$ cat src/rtl/mul_result_stage.sv
// -----------------------------------------------------------------------------
// mul_result_stage
//
// Result stage that sits right after the execute-stage multiplier. The
// multiplier hands over the unsigned magnitude product |a|*|b| together with
// the operand sign information. This stage then:
//   1. applies the two's-complement sign correction, and
//   2. selects the low or high half of the product for the RISC-V M-extension
//      op (MUL / MULH / MULHSU / MULHU).
// The 32-bit write-back value goes to the write-back stage over a valid/ready
// handshake.
//
// Build option:
//   MUL_RESULT_INREG_EN  defined   -> input register slice S1 plus output
//                                     register slice S2 (latency 2). The
//                                     negation adder is driven from S1, so it
//                                     stays off the multiplier's timing path.
//                        undefined -> S2 only (latency 1). The sign
//                                     correction is computed combinationally
//                                     from the inputs.
//
// Ports:
//   clk_i, rst_i          clock, asynchronous active-high reset
//   mul_valid_i/ready_o   input handshake from the multiplier
//   mul_res_w             unsigned 2*XLEN magnitude product
//   id_a_signed_r/_b_     operand treated as signed
//   id_ra_sign_r/_rb_     sign bit (bit XLEN-1) of the original operand
//   mul_op_i              00 MUL, 01 MULH, 10 MULHSU, 11 MULHU
//   mul_rd_i              destination register
//   flush_i               drop every in-flight entry at the next edge
//   wb_valid_o/ready_i    output handshake to write-back
//   wb_rd_o, wb_result_o  destination register and result being presented
//   busy_o                any pipeline entry valid
// -----------------------------------------------------------------------------
module mul_result_stage #(
  parameter int XLEN = 32,
  parameter int RD_W = 5
) (
  input  logic              clk_i,
  input  logic              rst_i,
  input  logic              mul_valid_i,
  output logic              mul_ready_o,
  input  logic [2*XLEN-1:0] mul_res_w,
  input  logic              id_a_signed_r,
  input  logic              id_b_signed_r,
  input  logic              id_ra_sign_r,
  input  logic              id_rb_sign_r,
  input  logic [1:0]        mul_op_i,
  input  logic [RD_W-1:0]   mul_rd_i,
  input  logic              flush_i,
  output logic              wb_valid_o,
  input  logic              wb_ready_i,
  output logic [RD_W-1:0]   wb_rd_o,
  output logic [XLEN-1:0]   wb_result_o,
  output logic              busy_o
);

  localparam int PW = 2 * XLEN;

  // Op encoding: only MUL takes the low half.
  localparam logic [1:0] OP_MUL = 2'b00;

  logic accept;
  logic negate_w;

  // Output slice (S2) state.
  logic              s2_valid_q, s2_valid_d;
  logic [XLEN-1:0]   s2_result_q, s2_result_d;
  logic [RD_W-1:0]   s2_rd_q, s2_rd_d;
  logic              s2_adv;
  logic              s2_load;

  // The source that feeds the correction/select logic in front of S2.
  logic [PW-1:0]     src_prod;
  logic              src_neg;
  logic [1:0]        src_op;
  logic [RD_W-1:0]   src_rd;

  logic [PW-1:0]     corrected;
  logic [XLEN-1:0]   selected;

  // The result is negative when exactly one operand is signed AND negative.
  assign negate_w = (id_a_signed_r & id_ra_sign_r) ^ (id_b_signed_r & id_rb_sign_r);
  assign accept   = mul_valid_i & mul_ready_o;

  // S2 can take new data when it is empty or its entry leaves this cycle.
  assign s2_adv   = wb_ready_i | ~s2_valid_q;

`ifdef MUL_RESULT_INREG_EN
  // ---------------------------------------------------------------------------
  // Input slice S1: it captures the raw product so that the 64-bit negation
  // starts from a register.
  // ---------------------------------------------------------------------------
  logic              s1_valid_q, s1_valid_d;
  logic [PW-1:0]     s1_prod_q, s1_prod_d;
  logic              s1_neg_q, s1_neg_d;
  logic [1:0]        s1_op_q, s1_op_d;
  logic [RD_W-1:0]   s1_rd_q, s1_rd_d;
  logic              s1_adv;

  assign s1_adv      = s1_valid_q & s2_adv;
  // This is combinational from wb_ready_i. A full pipe frees up in the same
  // cycle that write-back starts consuming.
  assign mul_ready_o = ~s1_valid_q | s1_adv;

  always_comb begin
    s1_valid_d = s1_valid_q;
    s1_prod_d  = s1_prod_q;
    s1_neg_d   = s1_neg_q;
    s1_op_d    = s1_op_q;
    s1_rd_d    = s1_rd_q;
    if (flush_i) begin
      s1_valid_d = 1'b0;
    end else if (accept) begin
      s1_valid_d = 1'b1;
    end else if (s1_adv) begin
      s1_valid_d = 1'b0;
    end
    if (accept) begin
      s1_prod_d = mul_res_w;
      s1_neg_d  = negate_w;
      s1_op_d   = mul_op_i;
      s1_rd_d   = mul_rd_i;
    end
  end

  always_ff @(posedge clk_i or posedge rst_i) begin
    if (rst_i) begin
      s1_valid_q <= 1'b0;
      s1_prod_q  <= '0;
      s1_neg_q   <= 1'b0;
      s1_op_q    <= '0;
      s1_rd_q    <= '0;
    end else begin
      s1_valid_q <= s1_valid_d;
      s1_prod_q  <= s1_prod_d;
      s1_neg_q   <= s1_neg_d;
      s1_op_q    <= s1_op_d;
      s1_rd_q    <= s1_rd_d;
    end
  end

  assign src_prod = s1_prod_q;
  assign src_neg  = s1_neg_q;
  assign src_op   = s1_op_q;
  assign src_rd   = s1_rd_q;
  assign s2_load  = s1_adv;
  assign busy_o   = s1_valid_q | s2_valid_q;
`else
  // ---------------------------------------------------------------------------
  // Single-stage build: the inputs feed S2 directly.
  // ---------------------------------------------------------------------------
  assign mul_ready_o = ~s2_valid_q | wb_ready_i;
  assign src_prod    = mul_res_w;
  assign src_neg     = negate_w;
  assign src_op      = mul_op_i;
  assign src_rd      = mul_rd_i;
  assign s2_load     = accept;
  assign busy_o      = s2_valid_q;
`endif

  // Two's-complement negation wraps mod 2^PW. A zero product stays zero.
  assign corrected = src_neg ? (~src_prod + {{(PW-1){1'b0}}, 1'b1}) : src_prod;
  assign selected  = (src_op == OP_MUL) ? corrected[XLEN-1:0] : corrected[PW-1:XLEN];

  // ---------------------------------------------------------------------------
  // Output slice S2. Its data only loads together with s2_load. A stalled
  // result (valid, not ready) therefore holds steady.
  // ---------------------------------------------------------------------------
  always_comb begin
    s2_valid_d  = s2_valid_q;
    s2_result_d = s2_result_q;
    s2_rd_d     = s2_rd_q;
    if (flush_i) begin
      s2_valid_d = 1'b0;
    end else if (s2_load) begin
      s2_valid_d = 1'b1;
    end else if (wb_ready_i) begin
      s2_valid_d = 1'b0;
    end
    if (s2_load) begin
      s2_result_d = selected;
      s2_rd_d     = src_rd;
    end
  end

  always_ff @(posedge clk_i or posedge rst_i) begin
    if (rst_i) begin
      s2_valid_q  <= 1'b0;
      s2_result_q <= '0;
      s2_rd_q     <= '0;
    end else begin
      s2_valid_q  <= s2_valid_d;
      s2_result_q <= s2_result_d;
      s2_rd_q     <= s2_rd_d;
    end
  end

  assign wb_valid_o  = s2_valid_q;
  assign wb_result_o = s2_result_q;
  assign wb_rd_o     = s2_rd_q;

endmodule

$ cat config.mk
export PLATFORM = sky130hd
export DESIGN_NAME = mul_result_stage
export DESIGN_NICKNAME = d
export VERILOG_FILES = /design/src/rtl/mul_result_stage.sv
export SDC_FILE = /design/constraint.sdc
export NUM_CORES = 1
export LEC_CHECK = 0
export ABC_AREA = 1
export CAP_MARGIN = 15
export CORE_MARGIN = 3
export CORE_UTILIZATION = 34
export CTS_BUF_LIST = sky130_fd_sc_hd__clkbuf_4
export CTS_CLUSTER_SIZE = 30
export DETAILED_ROUTE_END_ITERATION = 10
export GPL_TIMING_DRIVEN = 0
export PLACE_DENSITY_LB_ADDON = 0.3
export SETUP_SLACK_MARGIN = 0.1
export SLEW_MARGIN = 20
export SYNTH_ARGS = -nofsm -noshare
export SYNTH_HDL_FRONTEND = slang
export SYNTH_SLANG_ARGS = --single-unit
$ cat constraint.sdc
create_clock -name clk_i -period 3.4 [get_ports clk_i]
set_input_delay 0.68 -clock clk_i [delete_from_list [all_inputs] [get_ports clk_i]]
set_output_delay 0.68 -clock clk_i [all_outputs]
set_load 0.03 [all_outputs]
==> PnR_summary.wiki <==
{| class="wikitable"
! Metric !! Value
|-
| Final number of setup-violating endpoints || 0
|-
| Cells after Synth || 746
|-
| Root cell of the clock tree || sky130_fd_sc_hd__clkbuf_4
|-
| Ordered cell list for the critical path || clkdlybuf4s50_1, inv_1, nand2_1, clkdlybuf4s50_1
|-
| Routed WL per cell || 17.11 um
|-
| CP max FO || 3
|-
| Aggregate global routing overflow || 0
|-
| CP bufs+invs || 3
|-
| RSZ-0062 raised after global routing || false
|-
| Final critical path time including I/O delays and setup || 2624 ps
|-
| CP max stage delay || 680 ps
|-
| Simple-gate area share of the yosys netlist || 55.48%
|-
| Kind of cell adding the most delay to the critical path || buffers and inverters
|-
| Critical path startpoint category || input port
|-
| Number of cells traversed by the worst register-to-register path || 7
|-
| Number of synthesis warnings || 0
|-
| Area enclosed by the die boundary || 14090 um^2
|-
| Start-to-end type of the worst setup path || in2out
|-
| Fraction of the yosys area taken by sequential cells || 22.02%
|-
| Max capacitance violation total || 0
|-
| Highest metal layer with signal wires || met4
|-
| Dominant synthesized flop cell || sky130_fd_sc_hd__dfrtp_1
|-
| Startpoint of the worst register-to-register path || busy_o
|-
| XOR/XNOR share of the synthesized area || 0.4056%
|-
| Vias after detailed routing || 5491
|-
| Starting density of the core || 35.37%
|-
| Share of synthesized registers carrying an async set or reset || 100.0%
|-
| Leakage power figure || 0.002652 uW
|-
| Reg-to-reg slack, setup || 1560 ps
|-
| Core Area || 12210 um^2
|-
| Number of placement rows || 40
|-
| Die X || 118.7 um
|-
| Number of filler instances in the final layout || 1332
|-
| Run status || completed
|-
| Most frequent CP cell || sky130_fd_sc_hd__clkdlybuf4s50_1
|-
| Hold Violations, Final || 0
|-
| Total of cells resized after clock tree synthesis || 0
|-
| Count of pins on the block boundary || 120
|-
| Share of synthesized area spent on multiplexers || 0%
|-
| TNS Setup || 0 ps
|-
| Detailed-routing wirelength on met1 || 7814 um
|-
| DP Area || 5741 um^2
|-
| Global-route wire length before repair || 27670 um
|-
| Detailed-routing iteration count for the pre-antenna-repair pass || 8
|-
| WHS Endpoint || wb_result_o[20]
|-
| Cell accounting for the most synthesized area || sky130_fd_sc_hd__dfrtp_1
|-
| Count of cell types in the netlist || 40
|-
| Dominant cell by count in the synthesized netlist || sky130_fd_sc_hd__nand2_1
|-
| Largest net degree at the start of global routing || 33
|-
| Required time of the worst setup path || 2720 ps
|-
| TritonCTS clock tree || built
|-
| Worst Clk Skew || 9.477 ps
|-
| Syn-to-layout area delta || 35.25%
|-
| Avg Inst Size Synth || 5.790 um^2
|-
| Net count after synthesis || 827
|-
| Remaining antenna violation count after routing || 0
|-
| Total of hold buffers inserted after clock tree synthesis || 0
|-
| Power Density || 321.8 nW/um^2
|-
| Worst max-slew margin expressed relative to the limit || 47.83%
|-
| Final design instance area without fill || 5842 um^2
|-
| Iter 0 DRT Violations || 726
|-
| Die Ht || 118.7 um
|-
| Area share of the leading cell type in the synthesized netlist || 22.02%
|-
| Ranking of synthesized cells by instance count || sky130_fd_sc_hd__nand2_1, sky130_fd_sc_hd__nor2_1, sky130_fd_sc_hd__nand3_1, sky130_fd_sc_hd__inv_1, sky130_fd_sc_hd__a21oi_1
|-
| Slowest library cell on the worst path || sky130_fd_sc_hd__clkdlybuf4s50_1
|-
| Hold path depth || 2
|-
| Post-route core utilization || 47.84%
|-
| I/O Buffers || 119
|-
| Slew at the pin closest to its max-slew limit || 779.7 ps
|-
| Mapped cell area || 4319 um^2
|-
| Destination of the worst register-to-register timing path || wb_result_o[29]
|-
| Post-route clock period utilization || 77.17%
|-
| Sinks on Clock Net || 38
|-
| Residual DRC count || 0
|-
| Via count of the first global-routing pass || 5088
|-
| Fraction of final layout cells with drive strength greater than 1 || 9.840%
|-
| Combinational family with the most area after synthesis || simple AND/OR/NAND/NOR gates
|-
| Final wirelength || 17830 um
|-
| Post-Synth Adder-Cell Area || 0.2897%
|-
| Number of flip-flops and latches in the synthesized netlist || 38
|-
| NumNets Final || 954
|-
| Max Buffers Root-to-Sink || 2
|-
| Data arrival time of the critical path || 1940 ps
|-
| Count of flip-flops with a built-in enable after synthesis || 0
|-
| Number of setup buffers added after CTS || 0
|-
| Via density per instance || 5.270
|-
| Clock insertion delay at the later pin of the skew report || 370 ps
|-
| Met2 wire length || 7790 um
|-
| Type of destination of the critical path || output pin
|-
| Num CTS Buffers || 5
|-
| Detail Placement HPWL || 14410 um
|-
| CTS clk-pin slew, worst paths || 120 ps
|-
| Number of diodes added for antenna fixing || 0
|-
| Number of max-slew violations in the final report || 0
|-
| Worst hold slack || 495.0 ps
|-
| Upper clock frequency limit || 381.1 MHz
|-
| Metal3 WL || 1560 um
|-
| Number of H-tree levels || 2
|-
| Path type of the worst min-delay path || reg2reg
|-
| Post-synthesis compound-gate area fraction || 12.05%
|-
| IR Drop Worst-Case VDD || 0.1447 mV
|-
| Start point of the worst min-delay path || wb_result_o[20]
|-
| Overall Global Routing Usage || 24.84%
|-
| Global placer's final weighted congestion || 0.9952
|-
| Synth top area cells || sky130_fd_sc_hd__dfrtp_1, sky130_fd_sc_hd__nand2_1, sky130_fd_sc_hd__nor2_1
|-
| Initial antenna violation count || 0
|}
cells in the final DEF, fill, tap and decap left out, drive strengths merged:
master | netlist | final
nand2 | 230 | 230
nor2 | 154 | 154
clkdlybuf4s50 | 0 | 119
nand3 | 107 | 107
inv | 71 | 71
a21oi | 47 | 47
dfrtp | 38 | 38
o21ai | 28 | 28
nand4 | 19 | 19
buf | 18 | 19
clkbuf | 3 | 8
a31oi | 7 | 7
nand3b | 6 | 6
clkinv | 2 | 3
o21bai | 3 | 3
a21o | 3 | 3
or2 | 3 | 3
bufinv | 0 | 2
and2 | 1 | 1
xnor2 | 1 | 1
o211ai | 1 | 1
xor2 | 1 | 1
dlygate4sd1 | 1 | 1
o21a | 1 | 1
ha | 1 | 1
area by class of cell:
class,count,area (um^2),area share [%]
inverters,73,274.0,4.691
clock inverters,3,63.81,1.092
multi-input cells,613,2947,50.44
clock buffers,5,37.54,0.6425
repair buffers,120,1211,20.73
plain buffers,22,147.6,2.527
well taps,168,210.2,3.598
flip-flops and latches,38,950.9,16.28
per-stage QoR:
step                setup slack [ps]  total power, uW  cells
CTS                            766.8             1877   1042
global placement               678.0             1470   1033
global route                   734.1             1979   1042
floorplan                       1380             1076    746
detailed placement             716.6             1477   1034
finish                         776.3             1880   1042
flip-flops by register name, indices dropped and copies added, names as in the netlist:
register,count
wb_result_o,32
wb_rd_o,5
busy_o,1
metal layers:
layer	track usage, %	up-vias
met2	38.51	329
met1	35.26	2444
met4	8.327	0
met3	3.684	44
li1	-	2674
met5	0	-
kinds of logic after synthesis:
| family | Yosys count |
|---|---|
| buffers and inverters | 95 |
| adder cells (fa/ha/maj) | 1 |
| XOR/XNOR | 2 |
| AO/OA/AOI/OAI | 90 |
| flip-flops | 38 |
| AND/OR/NAND/NOR | 520 |
report_power, final:
group	internal (uW)	total (uW)	switching, uW	leakage, uW
logic	361	919	559	0.00216
clock network	226	399	173	0.0000528
registers	520	561	40.6	0.000435
worst max-delay path by stage:
stage                       start               to  slack [ps]  depth (start not counted)
floorplan            mul_res_w[0]   wb_result_o[4]        1380                         10
global placement    mul_res_w[29]   wb_result_o[3]         680                         10
detailed placement   mul_res_w[0]  wb_result_o[22]         720                         12
CTS                    wb_ready_i      mul_ready_o         770                          4
global route           wb_ready_i      mul_ready_o         730                          4
finish                 wb_ready_i      mul_ready_o         780                          4
tightest hold or removal path, delay by kind of cell (launching register included):
family,cells,cell delay (ps)
flops,1,360
simple gates,2,100
Power figures use the tool's default switching activity.
